**src/rtl/pwm_mod_sweeper_if.sv**
```systemverilog
// Configuration port of the PWM modulation sweeper.
// A valid/ready offer of one complete sweep configuration.
interface pwm_mod_sweeper_if #(
    parameter int M    = 12,
    parameter int DIVW = 8
);
    logic            cfg_valid;
    logic            cfg_ready;
    logic [M-1:0]    cfg_min;
    logic [M-1:0]    cfg_max;
    logic [M-1:0]    cfg_step;
    logic [DIVW-1:0] cfg_div;
    logic            cfg_loop;

    // Configuration source (e.g. a register block or a testbench).
    modport master (
        output cfg_valid, cfg_min, cfg_max, cfg_step, cfg_div, cfg_loop,
        input  cfg_ready
    );

    // The sweeper itself.
    modport slave (
        input  cfg_valid, cfg_min, cfg_max, cfg_step, cfg_div, cfg_loop,
        output cfg_ready
    );
endinterface

```
**src/rtl/pwm_mod_sweeper.sv**
```systemverilog
// Duty-cycle sweeper for the PWM stage.
// Walks `modulation` between a min and a max in fixed steps, once every
// (div+1) phase-accumulator wraps. Duty only changes on a wrap, so each PWM
// period sees one constant duty value. New configurations are held in a
// shadow copy and take effect at the next wrap (or at once while idle).
// The interface instance must be built with the same M and DIVW as here.
module pwm_mod_sweeper #(
    parameter int N    = 14,
    parameter int M    = 12,
    parameter int DIVW = 8
) (
    input  logic                    clk,
    input  logic                    rst_n,
    input  logic [N-1:0]            phase,
    input  logic                    run,
    pwm_mod_sweeper_if.slave        cfg,
    output logic [M-1:0]            modulation,
    output logic                    dir_down,
    output logic                    busy
);

    typedef enum logic [1:0] {
        IDLE = 2'd0,
        UP   = 2'd1,
        DOWN = 2'd2,
        HOLD = 2'd3
    } state_t;

    typedef struct packed {
        logic [M-1:0]    min;
        logic [M-1:0]    max;
        logic [M-1:0]    step;
        logic [DIVW-1:0] div;
        logic            loop;
    } sweep_cfg_t;

    // Power-up sweep: full range, unit step, one step per wrap, triangle.
    localparam sweep_cfg_t CFG_DEFAULT = '{
        min:  '0,
        max:  '1,
        step: M'(1),
        div:  '0,
        loop: 1'b1
    };

    // A config with an empty range or a zero step cannot sweep; it parks at min.
    function automatic logic is_degenerate(input sweep_cfg_t c);
        return (c.min >= c.max) || (c.step == '0);
    endfunction

    state_t          state;
    state_t          state_nxt;
    sweep_cfg_t      active;
    sweep_cfg_t      shadow;
    logic            pending;
    logic            prev_msb;
    logic [DIVW-1:0] div_cnt;
    logic [DIVW-1:0] div_nxt;
    logic [M-1:0]    mod_nxt;

    logic            wrap;
    logic            accept;
    logic            apply;
    logic [M:0]      up_sum;
    logic [M:0]      down_gap;

    // Only the accumulator MSB matters here; the low bits feed the PWM comparator.
    logic            phase_unused;
    assign phase_unused = ^phase[N-2:0];

    // Falling MSB of the accumulator marks the start of a new PWM period.
    assign wrap = prev_msb & ~phase[N-1];

    // cfg_ready is the inverse of the pending flop, so it is glitch-free and
    // drops the cycle after an accept.
    assign cfg.cfg_ready = ~pending;
    assign accept        = cfg.cfg_valid & ~pending;

    // Shadow is applied at the next wrap while sweeping, immediately while idle.
    // An accept can never coincide with an apply (pending gates both), so an
    // offer taken on a wrap edge waits for the following wrap.
    assign apply = pending & ((state == IDLE) | wrap);

    // One extra bit keeps the step arithmetic from wrapping around.
    assign up_sum   = {1'b0, modulation} + {1'b0, active.step};
    assign down_gap = {1'b0, modulation} - {1'b0, active.min};

    // Next-state, next-duty and divider logic for the sweep FSM.
    // NOTE: every output gets a default at the top so no path can infer a latch.
    always_comb begin
        state_nxt = state;
        mod_nxt   = modulation;
        div_nxt   = div_cnt;

        if (apply) begin
            mod_nxt = shadow.min;
            div_nxt = '0;
            if (!run)
                state_nxt = IDLE;
            else if (is_degenerate(shadow))
                state_nxt = HOLD;
            else
                state_nxt = UP;
        end else if (state == IDLE) begin
            if (run) begin
                mod_nxt   = active.min;
                div_nxt   = '0;
                state_nxt = is_degenerate(active) ? HOLD : UP;
            end
        end else if (!run) begin
            // Abort without waiting for a wrap; the duty value freezes.
            state_nxt = IDLE;
        end else if (wrap && (state == UP || state == DOWN)) begin
            if (div_cnt != active.div) begin
                div_nxt = div_cnt + 1'b1;
            end else begin
                div_nxt = '0;
                if (state == UP) begin
                    if (up_sum >= {1'b0, active.max}) begin
                        mod_nxt   = active.max;
                        state_nxt = active.loop ? DOWN : HOLD;
                    end else begin
                        mod_nxt = up_sum[M-1:0];
                    end
                end else begin
                    if ({1'b0, active.step} >= down_gap) begin
                        mod_nxt   = active.min;
                        state_nxt = UP;
                    end else begin
                        mod_nxt = modulation - active.step;
                    end
                end
            end
        end
    end

    // State, duty and status registers; outputs are registered from the next state.
    // NOTE: sequential state uses non-blocking assignments so every flop samples
    // pre-edge values regardless of statement order.
    // NOTE: the config copies are a handful of flops, not a memory, so they are
    // reset to a known sweep like everything else.
    always_ff @(posedge clk or negedge rst_n) begin
        if (!rst_n) begin
            state      <= IDLE;
            modulation <= '0;
            dir_down   <= 1'b0;
            busy       <= 1'b0;
            div_cnt    <= '0;
            prev_msb   <= 1'b0;
            pending    <= 1'b0;
            active     <= CFG_DEFAULT;
            shadow     <= CFG_DEFAULT;
        end else begin
            state      <= state_nxt;
            modulation <= mod_nxt;
            div_cnt    <= div_nxt;
            dir_down   <= (state_nxt == DOWN);
            busy       <= (state_nxt == UP) || (state_nxt == DOWN);
            prev_msb   <= phase[N-1];

            if (accept) begin
                pending     <= 1'b1;
                shadow.min  <= cfg.cfg_min;
                shadow.max  <= cfg.cfg_max;
                shadow.step <= cfg.cfg_step;
                shadow.div  <= cfg.cfg_div;
                shadow.loop <= cfg.cfg_loop;
            end else if (apply) begin
                pending <= 1'b0;
            end

            if (apply)
                active <= shadow;
        end
    end

endmodule

```
**src/flat_wrapper.sv**
```systemverilog
// flat-port wrapper written by rule: the top's interface ports become plain ports
module pwm_mod_sweeper_flat 
#(
    parameter int N    = 14,
    parameter int M    = 12,
    parameter int DIVW = 8
)
  (clk, rst_n, phase, run, modulation, dir_down, busy, cfg_cfg_valid, cfg_cfg_min, cfg_cfg_max, cfg_cfg_step, cfg_cfg_div, cfg_cfg_loop, cfg_cfg_ready);
  pwm_mod_sweeper_if #(.M(M), .DIVW(DIVW)) cfg_i ();
  input  logic clk;
  input  logic rst_n;
  input  logic [N-1:0] phase;
  input  logic run;
  output logic [M-1:0] modulation;
  output logic dir_down;
  output logic busy;
  input wire logic [$bits(cfg_i.cfg_valid)-1:0] cfg_cfg_valid;
  input wire logic [$bits(cfg_i.cfg_min)-1:0] cfg_cfg_min;
  input wire logic [$bits(cfg_i.cfg_max)-1:0] cfg_cfg_max;
  input wire logic [$bits(cfg_i.cfg_step)-1:0] cfg_cfg_step;
  input wire logic [$bits(cfg_i.cfg_div)-1:0] cfg_cfg_div;
  input wire logic [$bits(cfg_i.cfg_loop)-1:0] cfg_cfg_loop;
  output wire logic [$bits(cfg_i.cfg_ready)-1:0] cfg_cfg_ready;
  assign cfg_i.cfg_valid = cfg_cfg_valid;
  assign cfg_i.cfg_min = cfg_cfg_min;
  assign cfg_i.cfg_max = cfg_cfg_max;
  assign cfg_i.cfg_step = cfg_cfg_step;
  assign cfg_i.cfg_div = cfg_cfg_div;
  assign cfg_i.cfg_loop = cfg_cfg_loop;
  assign cfg_cfg_ready = cfg_i.cfg_ready;
  pwm_mod_sweeper #(.N(N), .M(M), .DIVW(DIVW)) u_core (.clk(clk), .rst_n(rst_n), .phase(phase), .run(run), .cfg(cfg_i), .modulation(modulation), .dir_down(dir_down), .busy(busy));
endmodule
```
**config.mk**
```make
export PLATFORM = sky130hd
export DESIGN_NAME = pwm_mod_sweeper_flat
export DESIGN_NICKNAME = d
export VERILOG_FILES = /design/src/rtl/pwm_mod_sweeper_if.sv /design/src/rtl/pwm_mod_sweeper.sv /design/src/flat_wrapper.sv
export SDC_FILE = /design/constraint.sdc
export NUM_CORES = 1
export LEC_CHECK = 0
export BUFFER_PORTS_ARGS = -buffer_cell sky130_fd_sc_hd__buf_2
export CORE_MARGIN = 2
export CORE_UTILIZATION = 30
export CTS_BUF_LIST = sky130_fd_sc_hd__clkbuf_4
export CTS_CLUSTER_SIZE = 12
export DETAILED_ROUTE_END_ITERATION = 8
export SETUP_SLACK_MARGIN = 0.4
export SLEW_MARGIN = 10
export SYNTH_ARGS = -nofsm -noshare
export SYNTH_HDL_FRONTEND = slang
export SYNTH_SLANG_ARGS = --single-unit
```
**constraint.sdc**
```tcl
create_clock -name clk -period 4.6 [get_ports clk]
set_clock_uncertainty 0.15 [all_clocks]
set_input_delay 0.46 -clock clk [delete_from_list [all_inputs] [get_ports clk]]
set_output_delay 0.46 -clock clk [all_outputs]
set_load 0.005 [all_outputs]
```
==> impl_metrics.py, run 1 <==
metrics = {
    "floorplanning": {
        "num_rows": 58,
        "die_width_um": 164,
        "floorplan.core_area_um2": 25200,
        "start_util_pct": 30.6,
        "die_h_um": 164,
        "ioPinCount": 78,
        "die_area_um2": 27000,
    },
    "synth": {
        "most_common_library_cells_after_synthesis": "116 x sky130_fd_sc_hd__nand2_1, 88 x sky130_fd_sc_hd__dfrtp_1, 87 x sky130_fd_sc_hd__ha_1, 76 x sky130_fd_sc_hd__o21ai_0, 67 x sky130_fd_sc_hd__inv_1",
        "async_reset_ff_share_pct": 100,
        "avgSynthCellArea_um2": 9.21,
        "yosysMostFrequentCell": "sky130_fd_sc_hd__nand2_1",
        "netlist-cell-type-count": 72,
        "post_synth_edffs": 0,
        "synthFlopType": "sky130_fd_sc_hd__dfrtp_1",
        "synth_seq_cells": 116,
        "synth_fp_nets": 989,
        "synth_warnings": 0,
        "synth_top_cell_by_area": "sky130_fd_sc_hd__dfrtp_1",
        "synthDominantCellAreaShare_pct": 28.6,
        "ys_seq_area_share_pct": 38.2,
        "area_contributors_post_synth": "sky130_fd_sc_hd__dfrtp_1 29%, sky130_fd_sc_hd__ha_1 14%, sky130_fd_sc_hd__dfstp_2 9.6%",
        "synth_area_um2": 7700,
        "synth_cells": 836,
    },
    "worst_setup_path": {
        "slowest_delay_ns": 0.54,
        "worstPathCellList": "ha_1, nor2b_4, o21a_1, o21ai_1, nand2b_1, a31o_2, a41o_1, o41ai_2, xor2_1, ha_1, o21ai_1, a21oi_1, a211oi_2, buf_4, or4_4, buf_4, buf_6, o21ai_2, a31oi_1, a221oi_2",
        "r2r_slack_ns": 0.28,
        "worstRegToRegCells": 20,
        "cp_max_fo": 4,
        "rr_endpoint": "u_core.modulation[0]",
        "cp_num_buf_inv": 3,
        "required_time_of_the_worst_setup_path_ns": 4.91,
        "timing.critical_path.to_type": "flop",
        "cpLargestDelayFamily": "compound AO/OA/AOI/OAI gates",
        "category_of_the_critical_setup_timing_path": "flop to flop",
        "worstSetupStartpointType": "flop",
        "worstReg2RegStart": "u_core.modulation[1]",
        "arrival_ns": 4.63,
        "cp_slowest_cell": "sky130_fd_sc_hd__or4_4",
    },
    "routing": {
        "antenna_left": 0,
        "route.detailed.wl_per_inst_um": 16.0,
        "firstDrtPassIters": 5,
        "iteration_0_drc_count_of_the_detailed_router": 317,
        "detail_route.vias_per_cell": 4.94,
        "drt-total-wl_um": 21200,
        "detail_route.drc_violations": 0,
        "vias": 6558,
    },
    "clock_tree": {
        "clock_tree_buf_depth": 2,
        "clk_pin_slew_ns": 0.12,
        "insertion_delay_ns": 0.57,
        "clock_tree_from_tritoncts": "done",
        "cell_chosen_for_the_clock_root": "sky130_fd_sc_hd__clkbuf_4",
        "cts-buffers-inserted": 17,
        "clock_sinks": 116,
        "h-tree-depth": 4,
    },
    "sta": {
        "final.min_clock_period_ns": 4.32,
        "final_max_slew_viol_count": 0,
        "timing.fmax_ghz": 0.231,
        "slew_headroom_pct": 29.8,
        "setup_violations": 0,
        "min_period_over_period_pct": 94.0,
        "rsz0062_at_grt": "yes",
        "worst_slew_pin_tran_ns": 1.05,
        "setup-tns-final_ns": 0,
        "final-hold-violation-count": 0,
        "hold-worst-slack_ns": 0.177,
    },
    "final_layout": {
        "n_fill_cell": 2508,
        "multi_input_area_um2": 4760,
        "nNetsFinal": 1137,
        "syn2layout_area_growth_pct": 28.5,
        "post_route_cells_drive_above_1_share_pct": 28.0,
        "stdcell_area_um2": 9890,
        "seq_area_um2": 2940,
    },
    "global_routing": {
        "maximum_number_of_pins_on_one_net_before_global_route_repair": 117,
        "grt_util_all_layers_pct": 16.0,
        "grt_first_pass_wirelength_um": 33600,
        "grt_antenna_before_repair": 1,
        "number_of_global_route_vias_before_repair": 6515,
        "gr_overflow_total": 0,
    },
    "flow_run": {
        "max_cap_viols": 0,
    },
    "min_path": {
        "hp-class": "input pin to flop",
        "timing.hold.worst.start": "run",
        "holdPathEnd": "u_core.state[0]",
        "hold_path_depth": 2,
    },
    "status": {
        "status": "finished clean",
    },
    "placed_design": {
        "port_buffers": 64,
        "place.detailed.hpwl_um": 15400,
        "dpl_cell_area_um2": 8550,
        "routabilityCongestion": 0.887,
    },
}
metrics by stage:
step	utilization, %	cells	setup WS [ns]
after global placement	34.0	1228	0.0420
after detailed placement	34.0	1228	0.0129
final	39.3	1328	0.278
after global routing	39.3	1328	0.0517
after CTS	38.2	1317	0.234
after floorplan	-	836	0.410
per-layer routing:
metal	global-route usage (%)	vias to the layer above	part of all wire (%)
met5	0	-	0
li1	-	3228	-
met4	5.30	0	2.6
met1	19.9	3147	44
met2	27.7	140	49
met3	3.28	43	3.8
worst max path at each step:
stage,startpoint,endpoint,slack [ns],cells past startpoint
detailed placement,u_core.modulation[1],u_core.busy,0.01,19
global placement,u_core.modulation[1],u_core.busy,0.04,19
global route,u_core.modulation[1],u_core.busy,0.05,19
CTS,u_core.modulation[1],u_core.busy,0.23,19
floorplan,u_core.active[9],u_core.busy,0.41,19
finish,u_core.modulation[1],u_core.modulation[0],0.28,20
sequential cells by signal (all words and copies together), names as in the netlist:
name	cells
u_core.prev_msb	1
u_core.busy	1
u_core.active	45
u_core.dir_down	1
u_core.shadow	45
u_core.pending	1
u_core.modulation	12
u_core.state	2
u_core.div_cnt	8
cell type report:
type | count | area share [%]
multi-input combinational | 618 | 48.1
clock inverter | 15 | 1.83
timing repair buffer | 162 | 12.3
tap | 330 | 4.17
antenna | 1 | 0.0253
clock buffer | 17 | 1.29
inverter | 69 | 2.62
sequential | 116 | 29.7
worst register-to-register path: cells and delay by family, from the launching register on:
kind,cells,cell delay [ns]
XOR/XNOR,1,0.14
AND/OR/NAND/NOR,3,0.76
buffers and inverters,3,0.46
adder cells (fa/ha/maj),2,0.61
AO/OA/AOI/OAI,11,1.67
flip-flops,1,0.42
cells by family after synthesis:
| logic type | count (synthesis) | synth area share [%] |
|---|---|---|
| simple gates | 249 | 14.9 |
| xor+xnor | 36 | 4.10 |
| buf+inv | 102 | 5.23 |
| fa+ha+maj | 90 | 14.9 |
| compound gates | 204 | 16.9 |
| flops | 116 | 38.2 |
| mux | 39 | 5.79 |
cells in the final DEF (no fill, tap or decap), drive strengths merged, types with 11 or more instances in the layout:
cell,count
a21oi,39
buf,114
clkbuf,17
dfrtp,88
dfstp,28
dlygate4sd3,48
ha,87
inv,72
mux2,38
nand2,116
nand2b,14
nand3,16
nor2,49
nor2b,11
o21a,11
o21ai,82
xnor2,16
xor2,20
repair_timing:
| action | 4_1_cts | 5_1_grt |
|---|---|---|
| pin swaps | 29 | 27 |
| resized for setup | 41 | 39 |
| hold endpoints to repair | 135 | 0 |
| hold buffers | 48 | 0 |
| setup endpoints to repair | 16 | 16 |
| setup buffers | 9 | 10 |
Power of run 1 is left out: the tool's default activity adds up to more than one toggle a clock period on the data nets, which glitch-free logic cannot reach.
==> run 2: changes to the inputs <==
==> constraint.sdc (replaced) <==
create_clock -name clk -period 4.6 [get_ports clk]
set_clock_uncertainty 0.15 [all_clocks]
set_input_delay 0.46 -clock clk [delete_from_list [all_inputs] [get_ports clk]]
set_output_delay 0.46 -clock clk [all_outputs]
set_load 0.05 [all_outputs]
==> run 2 against run 1 <==
Compared with the run above:
- via count decreased by 0.30%
- critical path depth decreased by 1
- utilization decreased by 0.73 points
- final cell count decreased by 0.15%
- global-route usage increased by 0.50 points
- wire length decreased by 0.44%
- hold slack got worse by 0.044 ns
- highest routed layer unchanged
==> impl_metrics.py, run 2 (same netlist as run 1, synthesis figures left out) <==
metrics = {
    "status": {
        "status": "finished clean",
    },
    "floorplanning": {
        "num_rows": 58,
        "die_h_um": 164,
        "start_util_pct": 30.6,
        "ioPinCount": 78,
        "floorplan.core_area_um2": 25200,
        "die_width_um": 164,
        "die_area_um2": 27000,
    },
    "sta": {
        "timing.fmax_ghz": 0.237,
        "setup_violations": 0,
        "rsz0062_at_grt": "yes",
        "min_period_over_period_pct": 91.8,
        "final_max_slew_viol_count": 0,
        "final-hold-violation-count": 0,
        "hold-worst-slack_ns": 0.133,
        "final.min_clock_period_ns": 4.22,
        "slew_headroom_pct": 40.5,
        "worst_slew_pin_tran_ns": 0.892,
        "setup-tns-final_ns": 0,
    },
    "clock_tree": {
        "clock_tree_buf_depth": 2,
        "insertion_delay_ns": 0.56,
        "cts-buffers-inserted": 17,
        "cell_chosen_for_the_clock_root": "sky130_fd_sc_hd__clkbuf_4",
        "clock_sinks": 116,
        "clk_pin_slew_ns": 0.12,
        "clock_tree_from_tritoncts": "done",
        "h-tree-depth": 4,
    },
    "worst_setup_path": {
        "cp_max_fo": 5,
        "category_of_the_critical_setup_timing_path": "flop to flop",
        "crit_end": "u_core.busy",
        "timing.critical_path.to_type": "flop",
        "rr_endpoint": "u_core.busy",
        "r2r_slack_ns": 0.38,
        "worstReg2RegStart": "u_core.active[9]",
        "arrival_ns": 4.57,
        "required_time_of_the_worst_setup_path_ns": 4.95,
        "worstSetupStartpointType": "flop",
        "worstRegToRegCells": 19,
        "crit_start": "u_core.active[9]",
    },
    "final_layout": {
        "top_regs": "u_core.active: 45 flops, u_core.shadow: 45 flops, u_core.modulation: 12 flops",
        "syn2layout_area_growth_pct": 26.1,
        "nNetsFinal": 1135,
        "final_common_cell": "sky130_fd_sc_hd__nand2_1",
        "layout.cells.most_common_list": "116 x sky130_fd_sc_hd__nand2_1, 84 x sky130_fd_sc_hd__dfrtp_1, 78 x sky130_fd_sc_hd__ha_1, 70 x sky130_fd_sc_hd__o21ai_0, 64 x sky130_fd_sc_hd__inv_1",
        "post_route_cells_drive_above_1_share_pct": 26.9,
    },
    "routing": {
        "antenna_left": 0,
        "detail_route.drc_violations": 0,
        "route.detailed.wl_per_inst_um": 15.9,
        "vias": 6538,
        "detail_route.vias_per_cell": 4.93,
        "iteration_0_drc_count_of_the_detailed_router": 344,
        "firstDrtPassIters": 5,
        "drt-total-wl_um": 21100,
    },
    "flow_run": {
        "max_cap_viols": 0,
    },
    "global_routing": {
        "number_of_global_route_vias_before_repair": 6570,
        "grt_util_all_layers_pct": 16.5,
        "grt_antenna_before_repair": 1,
        "gr_overflow_total": 0,
        "grt_first_pass_wirelength_um": 34400,
        "maximum_number_of_pins_on_one_net_before_global_route_repair": 54,
    },
    "placed_design": {
        "port_buffers": 64,
        "routabilityCongestion": 0.844,
        "place.detailed.hpwl_um": 15900,
    },
    "min_path": {
        "hp-class": "input pin to flop",
    },
}
run 2: final cells by class:
| class | count | area [um2] |
|---|---|---|
| well taps | 330 | 413 |
| diodes | 1 | 2.50 |
| fillers | 2542 | 15500 |
| inverters | 69 | 264 |
| clock buffers | 17 | 128 |
| clock inverters | 15 | 179 |
| flip-flops and latches | 116 | 2940 |
| repair buffers | 160 | 1170 |
| multi-input cells | 618 | 4610 |
run 2: per-layer routing:
| metal | vias to the layer above | track usage (%) | part of all wire [%] |
|---|---|---|---|
| met5 | - | 0 | 0 |
| met4 | 0 | 5.14 | 1.7 |
| met3 | 24 | 3.43 | 3.3 |
| met2 | 103 | 28.5 | 50 |
| met1 | 3183 | 20.7 | 45 |
| li1 | 3228 | - | - |
run 2: worst min-delay path by stage:
stage / from / endpoint / slack [ns] / cells after the start
2_1_floorplan: rst_n / u_core.active[10] / 0.01 / 0
3_3_place_gp: u_core.shadow[6] / u_core.active[6] / 0.30 / 2
3_5_place_dp: u_core.shadow[0] / u_core.active[0] / 0.30 / 2
4_1_cts: run / u_core.state[0] / 0.08 / 2
5_1_grt: run / u_core.state[0] / 0.1 / 2
6_report: run / u_core.state[0] / 0.13 / 2
run 2: metrics by stage:
step | cells | setup WS, ns | utilization (%) | instance area, um2
5_1_grt | 1326 | 0.111 | 38.6 | 9710
2_1_floorplan | 836 | 0.433 | - | 7720
4_1_cts | 1315 | 0.257 | 37.6 | 9460
6_report | 1326 | 0.377 | 38.6 | 9710
3_3_place_gp | 1230 | 0.138 | 34.0 | 8570
3_5_place_dp | 1230 | 0.135 | 34.0 | 8570
run 2: worst max-delay path, cell delays in order (launching register included):
cell,delay (ns)
sky130_fd_sc_hd__dfstp_2,0.59
sky130_fd_sc_hd__ha_4,0.14
sky130_fd_sc_hd__inv_1,0.04
sky130_fd_sc_hd__fa_2,0.37
sky130_fd_sc_hd__nor2_4,0.13
sky130_fd_sc_hd__o311a_4,0.21
sky130_fd_sc_hd__nor4_4,0.05
sky130_fd_sc_hd__o41ai_2,0.32
sky130_fd_sc_hd__nor2_1,0.09
sky130_fd_sc_hd__or2_2,0.29
sky130_fd_sc_hd__ha_1,0.30
sky130_fd_sc_hd__a21oi_2,0.13
sky130_fd_sc_hd__o21ai_1,0.08
sky130_fd_sc_hd__a211o_1,0.35
sky130_fd_sc_hd__buf_4,0.18
sky130_fd_sc_hd__o31ai_2,0.25
sky130_fd_sc_hd__o21ai_2,0.10
sky130_fd_sc_hd__o211ai_1,0.09
sky130_fd_sc_hd__ha_1,0.25
sky130_fd_sc_hd__inv_1,0.05
run 2: what timing repair did:
action | CTS | global route
endpoints found under the setup margin | 14 | 16
hold buffers | 48 | 0
buffers inserted | 5 | 10
pin swaps | 22 | 24
resized for setup | 17 | 37
endpoints found under the hold margin | 91 | 0
Power of run 2 is left out for the same reason.
